`config.mk`:
```
export PLATFORM = sky130hd
export DESIGN_NAME = ecp5pll_phase_ctrl
export DESIGN_NICKNAME = d
export VERILOG_FILES = /design/src/rtl/ecp5pll_pkg.sv /design/src/rtl/ecp5pll_lock_filter.sv /design/src/rtl/ecp5pll_phase_ctrl.sv
export SDC_FILE = /design/constraint.sdc
export NUM_CORES = 1
export LEC_CHECK = 0
export BUFFER_PORTS_ARGS = -buffer_cell sky130_fd_sc_hd__buf_4
export CORE_UTILIZATION = 55
export DETAILED_ROUTE_END_ITERATION = 8
export GPL_ROUTABILITY_DRIVEN = 0
export GPL_TIMING_DRIVEN = 0
export PLACE_DENSITY = 0.77
export SLEW_MARGIN = 20
export SYNTH_ARGS = -nofsm -noshare
export SYNTH_HDL_FRONTEND = slang
export SYNTH_SLANG_ARGS = --single-unit
```
`constraint.sdc`:
```
create_clock -name clk_i -period 9.2 [get_ports clk_i]
set_input_delay 0.92 -clock clk_i [delete_from_list [all_inputs] [get_ports clk_i]]
set_output_delay 0.92 -clock clk_i [all_outputs]
set_load 0.02 [all_outputs]
```
`src/rtl/ecp5pll_pkg.sv`:
```
// Shared definitions for the ECP5 PLL wrapper and its dynamic phase-shift controller.
// Frequencies are in kHz so the range checks stay in plain integer arithmetic.
package ecp5pll_pkg;

    typedef enum logic [2:0] {
        StIdle,
        StSetup,
        StStepHi,
        StStepLo,
        StPause,
        StFinish
    } state_e;

    // One phasestep pulse moves an output by 1/8 of a VCO period.
    localparam int unsigned STEPS_PER_VCO = 8;

    localparam int unsigned PFD_MIN_KHZ = 3125;
    localparam int unsigned PFD_MAX_KHZ = 400000;
    localparam int unsigned VCO_MIN_KHZ = 400000;
    localparam int unsigned VCO_MAX_KHZ = 800000;

    // Fine steps per 360 degrees of an output with the given divider.
    function automatic int unsigned phase_steps(input int unsigned output_div);
        return STEPS_PER_VCO * output_div;
    endfunction

    function automatic bit pfd_in_range(input int unsigned pfd_khz);
        return (pfd_khz >= PFD_MIN_KHZ) && (pfd_khz <= PFD_MAX_KHZ);
    endfunction

    function automatic bit vco_in_range(input int unsigned vco_khz);
        return (vco_khz >= VCO_MIN_KHZ) && (vco_khz <= VCO_MAX_KHZ);
    endfunction

endpackage

```
`src/rtl/ecp5pll_lock_filter.sv`:
```
// PLL lock qualifier: two-flop synchroniser followed by a saturating counter; the gate
// opens only after LOCK_WAIT consecutive synchronised-high cycles.
module ecp5pll_lock_filter #(
    parameter int unsigned LOCK_WAIT = 16
) (
    input  logic clk_i,
    input  logic rstn_i,
    input  logic locked_i,
    output logic gate_o
);

    localparam int unsigned CW = (LOCK_WAIT > 0) ? $clog2(LOCK_WAIT + 1) : 1;
    localparam logic [CW-1:0] WAIT_VAL = CW'(LOCK_WAIT);

    logic          sync1_q, sync2_q;
    logic [CW-1:0] cnt_q, cnt_d;

    always_ff @(posedge clk_i or negedge rstn_i) begin
        if (!rstn_i) begin
            sync1_q <= 1'b0;
            sync2_q <= 1'b0;
            cnt_q   <= '0;
        end else begin
            sync1_q <= locked_i;
            sync2_q <= sync1_q;
            cnt_q   <= cnt_d;
        end
    end

    always_comb begin
        cnt_d = cnt_q;
        if (!sync2_q) begin
            cnt_d = '0;
        end else if (cnt_q != WAIT_VAL) begin
            cnt_d = cnt_q + 1'b1;
        end
    end

    // A single low sample closes the gate in the same cycle it is seen.
    assign gate_o = sync2_q && (cnt_q == WAIT_VAL);

endmodule

```
`src/rtl/ecp5pll_phase_ctrl.sv`:
```
// Dynamic phase-shift sequencer for the ECP5 PLL wrapper: accepts absolute per-channel
// phase targets and walks the output there along the shorter direction, pausing on lock loss.
module ecp5pll_phase_ctrl #(
    parameter int unsigned CHANNELS  = 4,
    parameter int unsigned PHASE_W   = 10,
    parameter logic [CHANNELS*PHASE_W-1:0] CH_STEPS =
        {CHANNELS{PHASE_W'(ecp5pll_pkg::phase_steps(8))}},
    parameter int unsigned SETUP_CYC = 2,
    parameter int unsigned PULSE_CYC = 4,
    parameter int unsigned GAP_CYC   = 4,
    parameter int unsigned LOCK_WAIT = 16
) (
    input  logic                        clk_i,
    input  logic                        rstn_i,
    input  logic                        req_valid_i,
    output logic                        req_ready_o,
    input  logic [1:0]                  req_ch_i,
    input  logic [PHASE_W-1:0]          req_phase_i,
    output logic                        req_err_o,
    input  logic                        pll_locked_i,
    output logic [1:0]                  phasesel_o,
    output logic                        phasedir_o,
    output logic                        phasestep_o,
    output logic                        phaseloadreg_o,
    output logic                        busy_o,
    output logic                        done_o,
    output logic [CHANNELS*PHASE_W-1:0] cur_phase_o
);

    import ecp5pll_pkg::*;

    localparam int unsigned TMAX =
        (SETUP_CYC > PULSE_CYC) ? ((SETUP_CYC > GAP_CYC) ? SETUP_CYC : GAP_CYC)
                                : ((PULSE_CYC > GAP_CYC) ? PULSE_CYC : GAP_CYC);
    localparam int unsigned TW = $clog2(TMAX + 1);

    localparam logic [TW-1:0] SETUP_LD = TW'(SETUP_CYC - 1);
    localparam logic [TW-1:0] PULSE_LD = TW'(PULSE_CYC - 1);
    localparam logic [TW-1:0] GAP_LD   = TW'(GAP_CYC - 1);

    function automatic logic [PHASE_W-1:0] steps_of(input logic [1:0] ch);
        return CH_STEPS[32'(ch)*PHASE_W +: PHASE_W];
    endfunction

    state_e state_q, state_d;

    logic [TW-1:0]      timer_q, timer_d;
    logic [PHASE_W-1:0] count_q, count_d;
    logic [1:0]         sel_q, sel_d;
    logic               dir_q, dir_d;
    logic               err_q, err_d;
    logic               done_eq_q, done_eq_d;
    logic [PHASE_W-1:0] cur_q [CHANNELS];
    logic [PHASE_W-1:0] cur_d [CHANNELS];

    logic               lock_ok;
    logic               hs, ch_ok, rej, start;
    logic               tmr_zero, step_done;
    logic [1:0]         ch_idx;
    logic [PHASE_W-1:0] n_req, cur_req, diff, half, req_count;
    logic               req_dir;
    logic [PHASE_W-1:0] n_sel, cur_sel, step_phase;

    ecp5pll_lock_filter #(
        .LOCK_WAIT (LOCK_WAIT)
    ) u_lock_filter (
        .clk_i    (clk_i),
        .rstn_i   (rstn_i),
        .locked_i (pll_locked_i),
        .gate_o   (lock_ok)
    );

    // Request decode: validity and shortest-path direction/count
    assign hs      = req_valid_i && req_ready_o;
    assign ch_ok   = 32'(req_ch_i) < CHANNELS;
    assign ch_idx  = ch_ok ? req_ch_i : 2'd0;
    assign n_req   = steps_of(ch_idx);
    assign cur_req = cur_q[ch_idx];
    assign rej     = !ch_ok || (req_phase_i >= n_req);
    assign start   = hs && !rej && (diff != '0);

    always_comb begin
        // Both operands are below N, so adding N on borrow yields (target - cur) mod N.
        diff = req_phase_i - cur_req;
        if (req_phase_i < cur_req) begin
            diff = diff + n_req;
        end
        half = n_req >> 1;
        if (diff <= half) begin
            req_dir   = 1'b0;
            req_count = diff;
        end else begin
            req_dir   = 1'b1;
            req_count = n_req - diff;
        end
    end

    // Tracked phase of the channel being stepped, wrapped modulo its N
    assign n_sel     = steps_of(sel_q);
    assign cur_sel   = cur_q[sel_q];
    assign tmr_zero  = (timer_q == '0);
    assign step_done = (state_q == StStepLo) && tmr_zero;

    always_comb begin
        if (dir_q) begin
            step_phase = (cur_sel == '0) ? n_sel - 1'b1 : cur_sel - 1'b1;
        end else begin
            step_phase = (cur_sel == n_sel - 1'b1) ? '0 : cur_sel + 1'b1;
        end
    end

    // FSM state register
    always_ff @(posedge clk_i or negedge rstn_i) begin
        if (!rstn_i) begin
            state_q <= StIdle;
        end else begin
            state_q <= state_d;
        end
    end

    // FSM next state
    always_comb begin
        state_d = state_q;
        unique case (state_q)
            StIdle: begin
                if (start) state_d = StSetup;
            end
            StSetup: begin
                if (tmr_zero) state_d = lock_ok ? StStepHi : StPause;
            end
            StStepHi: begin
                if (tmr_zero) state_d = StStepLo;
            end
            StStepLo: begin
                if (tmr_zero) begin
                    if (count_q == PHASE_W'(1)) begin
                        state_d = StFinish;
                    end else begin
                        state_d = lock_ok ? StStepHi : StPause;
                    end
                end
            end
            StPause: begin
                if (lock_ok) state_d = StSetup;
            end
            StFinish: begin
                state_d = StIdle;
            end
            default: begin
                state_d = StIdle;
            end
        endcase
    end

    // FSM outputs
    always_comb begin
        req_ready_o = (state_q == StIdle) && lock_ok;
        busy_o      = (state_q != StIdle);
        phasestep_o = (state_q == StStepHi);
        done_o      = (state_q == StFinish) || done_eq_q;
    end

    // Datapath next state
    always_comb begin
        timer_d   = timer_q;
        count_d   = count_q;
        sel_d     = sel_q;
        dir_d     = dir_q;
        cur_d     = cur_q;
        err_d     = hs && rej;
        done_eq_d = hs && !rej && (diff == '0);

        if (state_d != state_q) begin
            case (state_d)
                StSetup:  timer_d = SETUP_LD;
                StStepHi: timer_d = PULSE_LD;
                StStepLo: timer_d = GAP_LD;
                default:  timer_d = '0;
            endcase
        end else if (!tmr_zero) begin
            timer_d = timer_q - 1'b1;
        end

        // sel/dir only load from IDLE, so they stay frozen for the whole sequence.
        if (start) begin
            sel_d   = ch_idx;
            dir_d   = req_dir;
            count_d = req_count;
        end

        if (step_done) begin
            count_d        = count_q - 1'b1;
            cur_d[sel_q]   = step_phase;
        end
    end

    always_ff @(posedge clk_i or negedge rstn_i) begin
        if (!rstn_i) begin
            timer_q   <= '0;
            count_q   <= '0;
            sel_q     <= '0;
            dir_q     <= 1'b0;
            err_q     <= 1'b0;
            done_eq_q <= 1'b0;
            cur_q     <= '{default: '0};
        end else begin
            timer_q   <= timer_d;
            count_q   <= count_d;
            sel_q     <= sel_d;
            dir_q     <= dir_d;
            err_q     <= err_d;
            done_eq_q <= done_eq_d;
            cur_q     <= cur_d;
        end
    end

    for (genvar c = 0; c < CHANNELS; c++) begin : g_cur
        assign cur_phase_o[c*PHASE_W +: PHASE_W] = cur_q[c];
    end

    assign req_err_o      = err_q;
    assign phasesel_o     = sel_q;
    assign phasedir_o     = dir_q;
    // Static phase load is not used by the wrapper.
    assign phaseloadreg_o = 1'b0;

endmodule

```
Yosys cells after proc, flatten, opt, wreduce, memory -nomap -nowiden
Cells that the tools add are included.
{ "word_totals": {"register_bits": 68, "input_bits": 16} }
{ "op_classes": {"n_addsub": 9, "mul": 2, "order_cmp": 6, "n_eq_ne": 15, "shift": 2, "muxes": 30, "n_bitwise": 2, "n_reduce_logical": 19} }
{ "op_table": {"columns": ["op", "count"], "rows": [
  ["10-bit 2-to-1 mux", 12],
  ["40-bit by 7-bit indexed part select with 10-bit output, first input constant", 2],
  ["10-bit binary-select mux with 2-bit select", 2],
  ["40-bit bitwise mux", 1],
  ["10-bit by 1-bit subtractor with 10-bit output, second input constant", 3],
  ["3-bit 2-to-1 mux", 9],
  ["10-bit demux with 2-bit select", 1],
  ["10-bit zero test", 2],
  ["10-bit subtractor", 2],
  ["3-bit one-hot mux with 5 select lines", 1],
  ["3-bit by 2-bit equality test with 1-bit output, second input constant", 4],
  ["10-bit by 1-bit adder with 10-bit output, second input constant", 1],
  ["10-bit adder", 1],
  ["10-bit by 1-bit equality test with 1-bit output, second input constant", 1],
  ["10-bit equality test", 1],
  ["10-bit greater-or-equal comparator", 1],
  ["10-bit by 9-bit <= comparator with 1-bit output", 1],
  ["10-bit < comparator", 1],
  ["2-bit by 3-bit multiplier with 5-bit output, second input constant", 2],
  ["5-bit 2-to-1 mux", 2],
  ["10-bit nonzero test", 1],
  ["1-bit logical AND", 9],
  ["3-bit by 1-bit equality test with 1-bit output, second input constant", 2],
  ["3-bit equality test, second input constant", 2],
  ["other kinds (18)", 21]
]} }

Longest topological paths before layout
Gate-level depths: netlist (run 1).
{ "logic_depth": {"depth_word": 15, "ltp_mapped": 18, "ltp_nobuf": 15} }

Hierarchy
From an unflattened synthesis (run 1), not the netlist that was laid out.
{ "unflattened": {"cells_unflattened": 487, "area_unflattened_um2": 4977.3} }
{ "by_module_without_submodules": {"columns": ["module", "n_inst", "cells_per_inst", "area_each_um2", "seq_area_each_um2"], "rows": [
  ["ecp5pll_phase_ctrl", 1, 457, 4633.2, 1526.5],
  ["ecp5pll_lock_filter", 1, 30, 344.1, 175.2]
]} }

Worst setup path before layout (run 1)
Ideal clock, no wire load.
{ "synth_path": {"kind": "input -> register", "startpoint": "in req_ch_i[0]", "endpoint": "reg timer_q[0]", "setup_time_ns": 0.122, "t_arrival_ns": 5.105, "t_required_ns": 9.078, "path_slack_ns": 3.973, "stages": 15, "n_path_buf": 1, "cell_sequence": "buf_1 mux4_2 ha_1 fa_1 nor2b_4 o31a_1 nor2_2 xnor2_1 ha_1 nor3_1 o211ai_1 a211oi_4 a21oi_2 or3_1 a32o_1"} }
{ "synth_via": {"elab_chain_len": 15, "word_cells_on_any_way": 25} }
{ "synth_rtl": {"columns": ["item", "line", "source"], "rows": [
  ["start, declared", "ecp5pll_phase_ctrl.sv:17", "input logic [1:0] req_ch_i,"],
  ["branches (longest 8 deep; another with 10-bit adder)", null, null],
  ["1-bit logical AND (*)", "ecp5pll_phase_ctrl.sv:80", "assign start = hs && !rej && (diff != '0);"],
  ["3-bit 2-to-1 mux (*)", "ecp5pll_phase_ctrl.sv:126", "if (start) state_d = StSetup;"],
  ["3-bit one-hot mux with 5 select lines (*)", "ecp5pll_phase_ctrl.sv:124", "unique case (state_q)"],
  ["3-bit by 2-bit equality test with 1-bit output", "ecp5pll_phase_ctrl.sv:174", "case (state_d)"],
  ["2-bit OR reduction (no line)", null, null],
  ["2-bit one-hot mux with 2 select lines", "ecp5pll_phase_ctrl.sv:174", null],
  ["3-bit 2-to-1 mux", "ecp5pll_phase_ctrl.sv:173", "if (state_d != state_q) begin"],
  ["end signal, assigned", "ecp5pll_phase_ctrl.sv:207", "timer_q <= timer_d;"],
  ["end, declared", "ecp5pll_phase_ctrl.sv:47", "logic [TW-1:0] timer_q, timer_d;"]
]} }
Mark *: on every way between the ends. The select of a mux whose other input is x is not followed.
A chain may end at the register's enable or synchronous reset.

Final worst setup path (run 1)
Ends and elaborated chain as after synthesis.

==> flow_metrics.tcl, run 1 <==
set metrics [dict create \
    drive_above_1_share_pct 28.0 \
    grt_pass1_vias 3934 \
    ys_warn_count 0 \
    clock_path_buffers 2 \
    combPwrFrac_pct 14.6 \
    cp_max_fo 10 \
    numPortBuffers 63 \
    fillers 677 \
    antenna_cells 0 \
    dieArea_um2 9090 \
    clockRootBuffer "clkbuf_8" \
    ys.flop_type "dfrtp_1" \
    core_area_um2 8340 \
    yosysUniqueCellTypes 65 \
    wl_mm 11.8 \
    crit_slowest_cell "buf_1" \
    grt-ovfl-total 0 \
    synth-seq-area-share_pct 35.5 \
    hold_viol 0 \
    die_y_um 95.4 \
    grt_pass1_wl_mm 18.8 \
    seqPwrFrac_pct 47.5 \
    synth-seq-cells 68 \
    ys_top_cells_by_count "68 x dfrtp_1, 40 x nand2_1, 33 x mux2_2" \
    synth_top_area_cell "dfrtp_1" \
    timing.final.crit_share_pct 62.4 \
    dr_total_vias 4080 \
    antenna_found_initial 0 \
    wl_per_cell_um 17.7 \
    worstPathArrival_ps 5990 \
    hold_ws_ps 351 \
    ant_nets 0 \
    track_usage_pct 27.5 \
    cp_num_buf_inv 2 \
    p_sw_share_pct 27.7 \
    remaining_drc_errors 0 \
    fin_tns_setup_ps 0 \
    h-tree-depth 3 \
    cts_tree "yes" \
    post-cts-setup-buffers 0 \
    first_iter_violations 180 \
    dr.pass1.iters 5 \
    cap_violations 0 \
    grt_max_degree 69 \
    p_switching_w 0.000178 \
    endpoint_kind "flop" \
    cts_buffers 9 \
    p_clk_share_pct 37.9 \
    min_period_ps 5740 \
    tightest_slew_ps 973 \
    p_leak_nw 2.60 \
    layout.nets 596 \
    async_flop_share_pct 100 \
    ios 65 \
    finClkSkew_ps 6.29 \
    dp_hpwl_mm 8.77 \
    insertion_delay_ps 360 \
    cts_resized 0 \
    p_int_w 0.000466 \
    cp_slowest_stage_delay_ps 690 \
    synth_area_per_cell_um2 9.89 \
    drt-vias-per-instance 6.10 \
    powerDensity_nw_per_um2 115 \
    clkTransAtPathRegs_ps 70 \
    required_ps 9450 \
    timing.fmax_mhz 174 \
    ir_drop_v 0.0000821 \
    outcome "complete, no violations" \
    synth.area.top_cells "dfrtp_1 35%, mux4_2 9.4%, mux2_2 7.8%" \
    area_growth_syn_to_layout_pct 16.6 \
    holdCritPathClass "flop to flop" \
    holdBufCountCts 0 \
    fp-row-count 33 \
    cpMostUsedCell "ha_1" \
    rsz0062_at_grt "false" \
    cp-start-kind "input port" \
    critPathKind "input port to flop" \
    netlist_area_um2 4790 \
    die_w_um 95.4 \
    yosys.area.top_type_share_pct 35.5 \
    synth_edf_count 0 \
    synthCells 485 \
    yosysMostFrequentCell "dfrtp_1" \
    cp_top_family "compound AO/OA/AOI/OAI gates" \
    slew_viol_final 0 \
    synthesis.nets 522 \
    relSlewSlack_pct 34.6 \
    cp_cell_sequence "buf_4, buf_1, mux4_2, ha_1, fa_1, nor2b_4, o31a_1, nor2_2, xnor2_1, ha_1, nor3_1, o211ai_1, a211oi_4, a21oi_2, or3_1, a32o_1" \
    initial_core_util_pct 57.5 \
    clock-sinks 68 \
    setup_viol 0 \
]
through the flow:
step,total power (W),util (%),cell area [µm²],setup WS [ps],instances
floorplan,0.000378,-,4790,3970,485
global placement,0.000401,64.7,5400,3190,653
detailed placement,0.000405,64.7,5400,3080,653
CTS,0.000648,67.0,5590,3450,669
global route,0.000671,67.0,5590,3210,669
finish,0.000644,67.0,5590,3460,669
cells by family after synthesis:
family / after synthesis / share of synthesized area [%]
other: 1 / 0.0782
xor gates and xnor gates: 26 / 4.91
buffers and inverters: 49 / 4.18
muxes: 56 / 17.8
and+or+nand+nor: 161 / 17.1
DFF: 68 / 35.5
adders and majority gates: 21 / 5.64
AOI/OAI and AO/OA: 103 / 14.8
final cells by class:
class	instances	area, µm²	area share, %
Clock inverter	7	67.6	1.21
Multi-Input combinational cell	368	2890	51.7
Buffer	24	106	1.90
Inverter	25	93.8	1.68
Timing Repair Buffer	63	473	8.46
Tap cell	105	131	2.35
Sequential cell	68	1700	30.4
Clock buffer	9	124	2.22
power groups by stage:
stage                     clock network, W  registers, W   logic, W
after floorplan                          0      0.000311  0.0000674
after global placement                   0      0.000311  0.0000898
after detailed placement                 0      0.000312  0.0000931
after CTS                         0.000248      0.000306  0.0000936
after global routing              0.000260      0.000307   0.000104
final                             0.000244      0.000306  0.0000942
cell usage in the layout (no fill, tap or decap), drive strengths merged, types with 6 or more instances in the layout:
master   n
nor2    33
inv     25
xnor2   16
xor2    10
or3      6
mux4    20
ha      20
buf     74
nand3   15
a21oi   28
nor3    21
and2    11
mux2    33
clkbuf  22
dfrtp   68
o21ai   19
nand2   40
o22ai    6
flip-flops by register name, indices dropped and copies added, names as in the netlist:
signal                 count
count_q                   10
timer_q                    3
req_err_o                  1
state_q                    3
u_lock_filter.cnt_q        5
u_lock_filter.sync1_q      1
cur_phase_o               40
done_eq_q                  1
u_lock_filter.sync2_q      1
phasedir_o                 1
phasesel_o                 2
worst register-to-register path: cells and delay by family, from the launching register on:
family,cells,cell delay [ps]
flops,1,440
mux,1,510
simple gates,4,950
fa+ha+maj,3,1040
xor+xnor,1,450
compound gates,5,1210
path summary, 6_finish.rpt:
check                           slack, ps                endpoint                  start  cells after the start
worst min register to register        350   u_lock_filter.sync2_q  u_lock_filter.sync1_q                      0
min in group asynchronous             670  u_lock_filter.cnt_q[3]                 rstn_i                      1
worst max register to register       4480              timer_q[0]        cur_phase_o[20]                     14
max in group asynchronous            7970         cur_phase_o[29]                 rstn_i                      1
worst max-delay path                 3460              timer_q[0]            req_ch_i[0]                     16
worst min-delay path                  350   u_lock_filter.sync2_q  u_lock_filter.sync1_q                      0
routing by layer:
metal | GRT usage (%) | vias up | share of wire, %
met2 | 45.9 | 143 | 49
met5 | 0 | - | 0
met1 | 35.3 | 1974 | 43
li1 | - | 1936 | -
met3 | 5.10 | 27 | 5.7
met4 | 11.0 | 0 | 2.5
Note: power is estimated with default switching activity, not from simulation.
==> run 2: changes to the inputs <==
ABC_AREA = 1   (was unset)
PLACE_DENSITY = 0.76   (was 0.77)
clock period = 5.8 ns   (was 9.2 ns; I/O delays follow)
==> flow_metrics.tcl, run 2 <==
set metrics [dict create \
    outcome "complete, but fails checks" \
    violations "design-rule violations" \
    holdBufCountCts 0 \
    r2r-start "cur_phase_o[10]" \
    drt-vias-per-instance 5.48 \
    cp_max_fo 10 \
    first_iter_violations 330 \
    track_usage_pct 29.8 \
    timing.final.crit_share_pct 69.6 \
    yosysMostFrequentCell "nand2_1" \
    endpoint "timer_q[0]" \
    clock_path_buffers 2 \
    r2r_end "timer_q[0]" \
    stdcell_area_um2 5870 \
    setup_viol 0 \
    synthCells 763 \
    finClkSkew_ps 12.8 \
    netlist_area_um2 5060 \
    dpl_cell_area_um2 5660 \
    fin_tns_setup_ps 0 \
    wl_mm 13.9 \
    layout_common_cells "236 x nand2_1, 90 x inv_1, 72 x nor2_1" \
    critPathKind "input port to flop" \
    p_int_w 0.000800 \
    grt_pass1_wl_mm 22.7 \
    crit_start "req_ch_i[0]" \
    fin_cells 949 \
    h-tree-depth 3 \
    grt-ovfl-total 0 \
    die_w_um 97.9 \
    dieArea_um2 9580 \
    seqPwrFrac_pct 42.8 \
    insertion_delay_ps 350 \
    p_switching_w 0.000354 \
    dp_hpwl_mm 10.8 \
    fillers 788 \
    layout.nets 873 \
    cts_tree "yes" \
    drive_above_1_share_pct 15.3 \
    grt_pass1_vias 4809 \
    core_area_um2 8810 \
    layout_commonest_cell "nand2_1" \
    cts_resized 0 \
    combPwrFrac_pct 21.3 \
    clkTransAtPathRegs_ps 80 \
    required_ps 6050 \
    p_clk_share_pct 35.9 \
    remaining_drc_errors 3 \
    hold_viol 0 \
    clockRootBuffer "clkbuf_8" \
    holdCritPathClass "input port to asynchronous set/reset pin" \
    timing.fmax_mhz 248 \
    yosysUniqueCellTypes 46 \
    min_period_ps 4040 \
    worstPathArrival_ps 4290 \
    ys_warn_count 0 \
    cap_violations 0 \
    ios 65 \
    fp-row-count 34 \
    antenna_cells 0 \
    synth_edf_count 0 \
    rsz0062_at_grt "false" \
    post-cts-setup-buffers 0 \
    powerDensity_nw_per_um2 197 \
    synthesis.nets 800 \
    dr.pass1.iters 8 \
    dr_total_vias 5203 \
    r2r_setup_slack_ps 2240 \
    ant_nets 0 \
    hold_ws_ps 329 \
    ys.flop_type "dfrtp_1" \
    yosys.area.top_type_share_pct 33.7 \
    p_leak_nw 3.07 \
    synth_area_per_cell_um2 6.63 \
    tightest_slew_ps 868 \
    clock-sinks 68 \
    endpoint_kind "flop" \
    p_sw_share_pct 30.7 \
    async_flop_share_pct 100 \
    wl_per_cell_um 14.6 \
    cts_buffers 9 \
    area_growth_syn_to_layout_pct 16.1 \
    largest_reg_flops 40 \
    ys_top_cells_by_count "236 x nand2_1, 90 x inv_1, 72 x nor2_1" \
    antenna_found_initial 0 \
    synth-seq-cells 68 \
    relSlewSlack_pct 42.1 \
    initial_core_util_pct 57.4 \
    synth.area.top_cells "dfrtp_1 34%, nand2_1 18%, inv_1 6.7%" \
    synth_top_area_cell "dfrtp_1" \
    r2r_cells 27 \
    slew_viol_final 0 \
    ir_drop_v 0.000128 \
    grt_max_degree 69 \
    cp-start-kind "input port" \
    placedCellCount 933 \
    numPortBuffers 62 \
    die_y_um 97.9 \
    synth-seq-area-share_pct 33.7 \
]
[run 2: worst min path at each step]
| stage | depth (start not counted) | end |
|---|---|---|
| finish | 1 | timer_q[2] |
| CTS | 1 | u_lock_filter.sync1_q |
| floorplan | 0 | count_q[0] |
| global route | 1 | u_lock_filter.sync1_q |
| global placement | 0 | u_lock_filter.sync2_q |
| detailed placement | 0 | u_lock_filter.sync2_q |
[run 2: critical path, cell delays in order]
cell	delay, ps
clkbuf_1	270
clkbuf_1	400
o21ai_0	150
a21oi_1	220
a21oi_1	110
ha_1	410
nand2_1	110
nor2_1	130
nand3_1	120
nand2_1	80
nand2_1	50
nand2_2	70
inv_1	50
ha_1	270
inv_1	50
nand2_1	50
nand2_2	130
nand4_1	170
o21bai_4	310
nand2_2	120
nand2_1	70
nand2_1	90
nand2_2	100
nand2_1	50
nand2_1	50
inv_1	40
[run 2: through the flow]
stage	power [W]	util [%]	worst slack (ps)
global route	0.00122	66.6	1430
global placement	0.000737	64.2	1540
detailed placement	0.000747	64.2	1440
finish	0.00115	66.6	1760
CTS	0.00116	66.6	1810
floorplan	0.000683	-	2260
[run 2: area by class of cell]
type	instances	area (µm²)	area share, %
clock buffers	11	151	2.58
flip-flops and latches	68	1700	29.0
well taps	108	135	2.30
plain buffers	16	76.3	1.30
inverters	106	398	6.78
clock inverters	5	60.1	1.02
multi-input cells	573	2880	49.1
repair buffers	62	465	7.93
[run 2: routing by layer]
layer  global-route usage [%]  share of wire [%]  wire length (µm)  vias to the layer above
met4                     11.3                2.9               403                        0
met2                     49.2                 46              6350                      215
met3                     4.01                7.1               992                       37
li1                         -                  -                 -                     2589
met5                        0                  0                 0                        -
met1                     40.0                 44              6140                     2362
[run 2: logic make-up after synthesis]
family | synth area share, %
flops | 33.7
mux | 0.223
xor+xnor | 3.81
other cells | 0.0742
compound gates | 16.0
simple gates | 31.5
buf+inv | 9.38
fa+ha+maj | 5.35
[run 2: power groups by stage]
stage | clock network (W) | registers [W] | logic, W
floorplan | 0 | 0.000502 | 0.000181
global placement | 0 | 0.000503 | 0.000234
detailed placement | 0 | 0.000503 | 0.000243
CTS | 0.000419 | 0.000494 | 0.000245
global route | 0.000441 | 0.000495 | 0.000279
finish | 0.000415 | 0.000494 | 0.000246
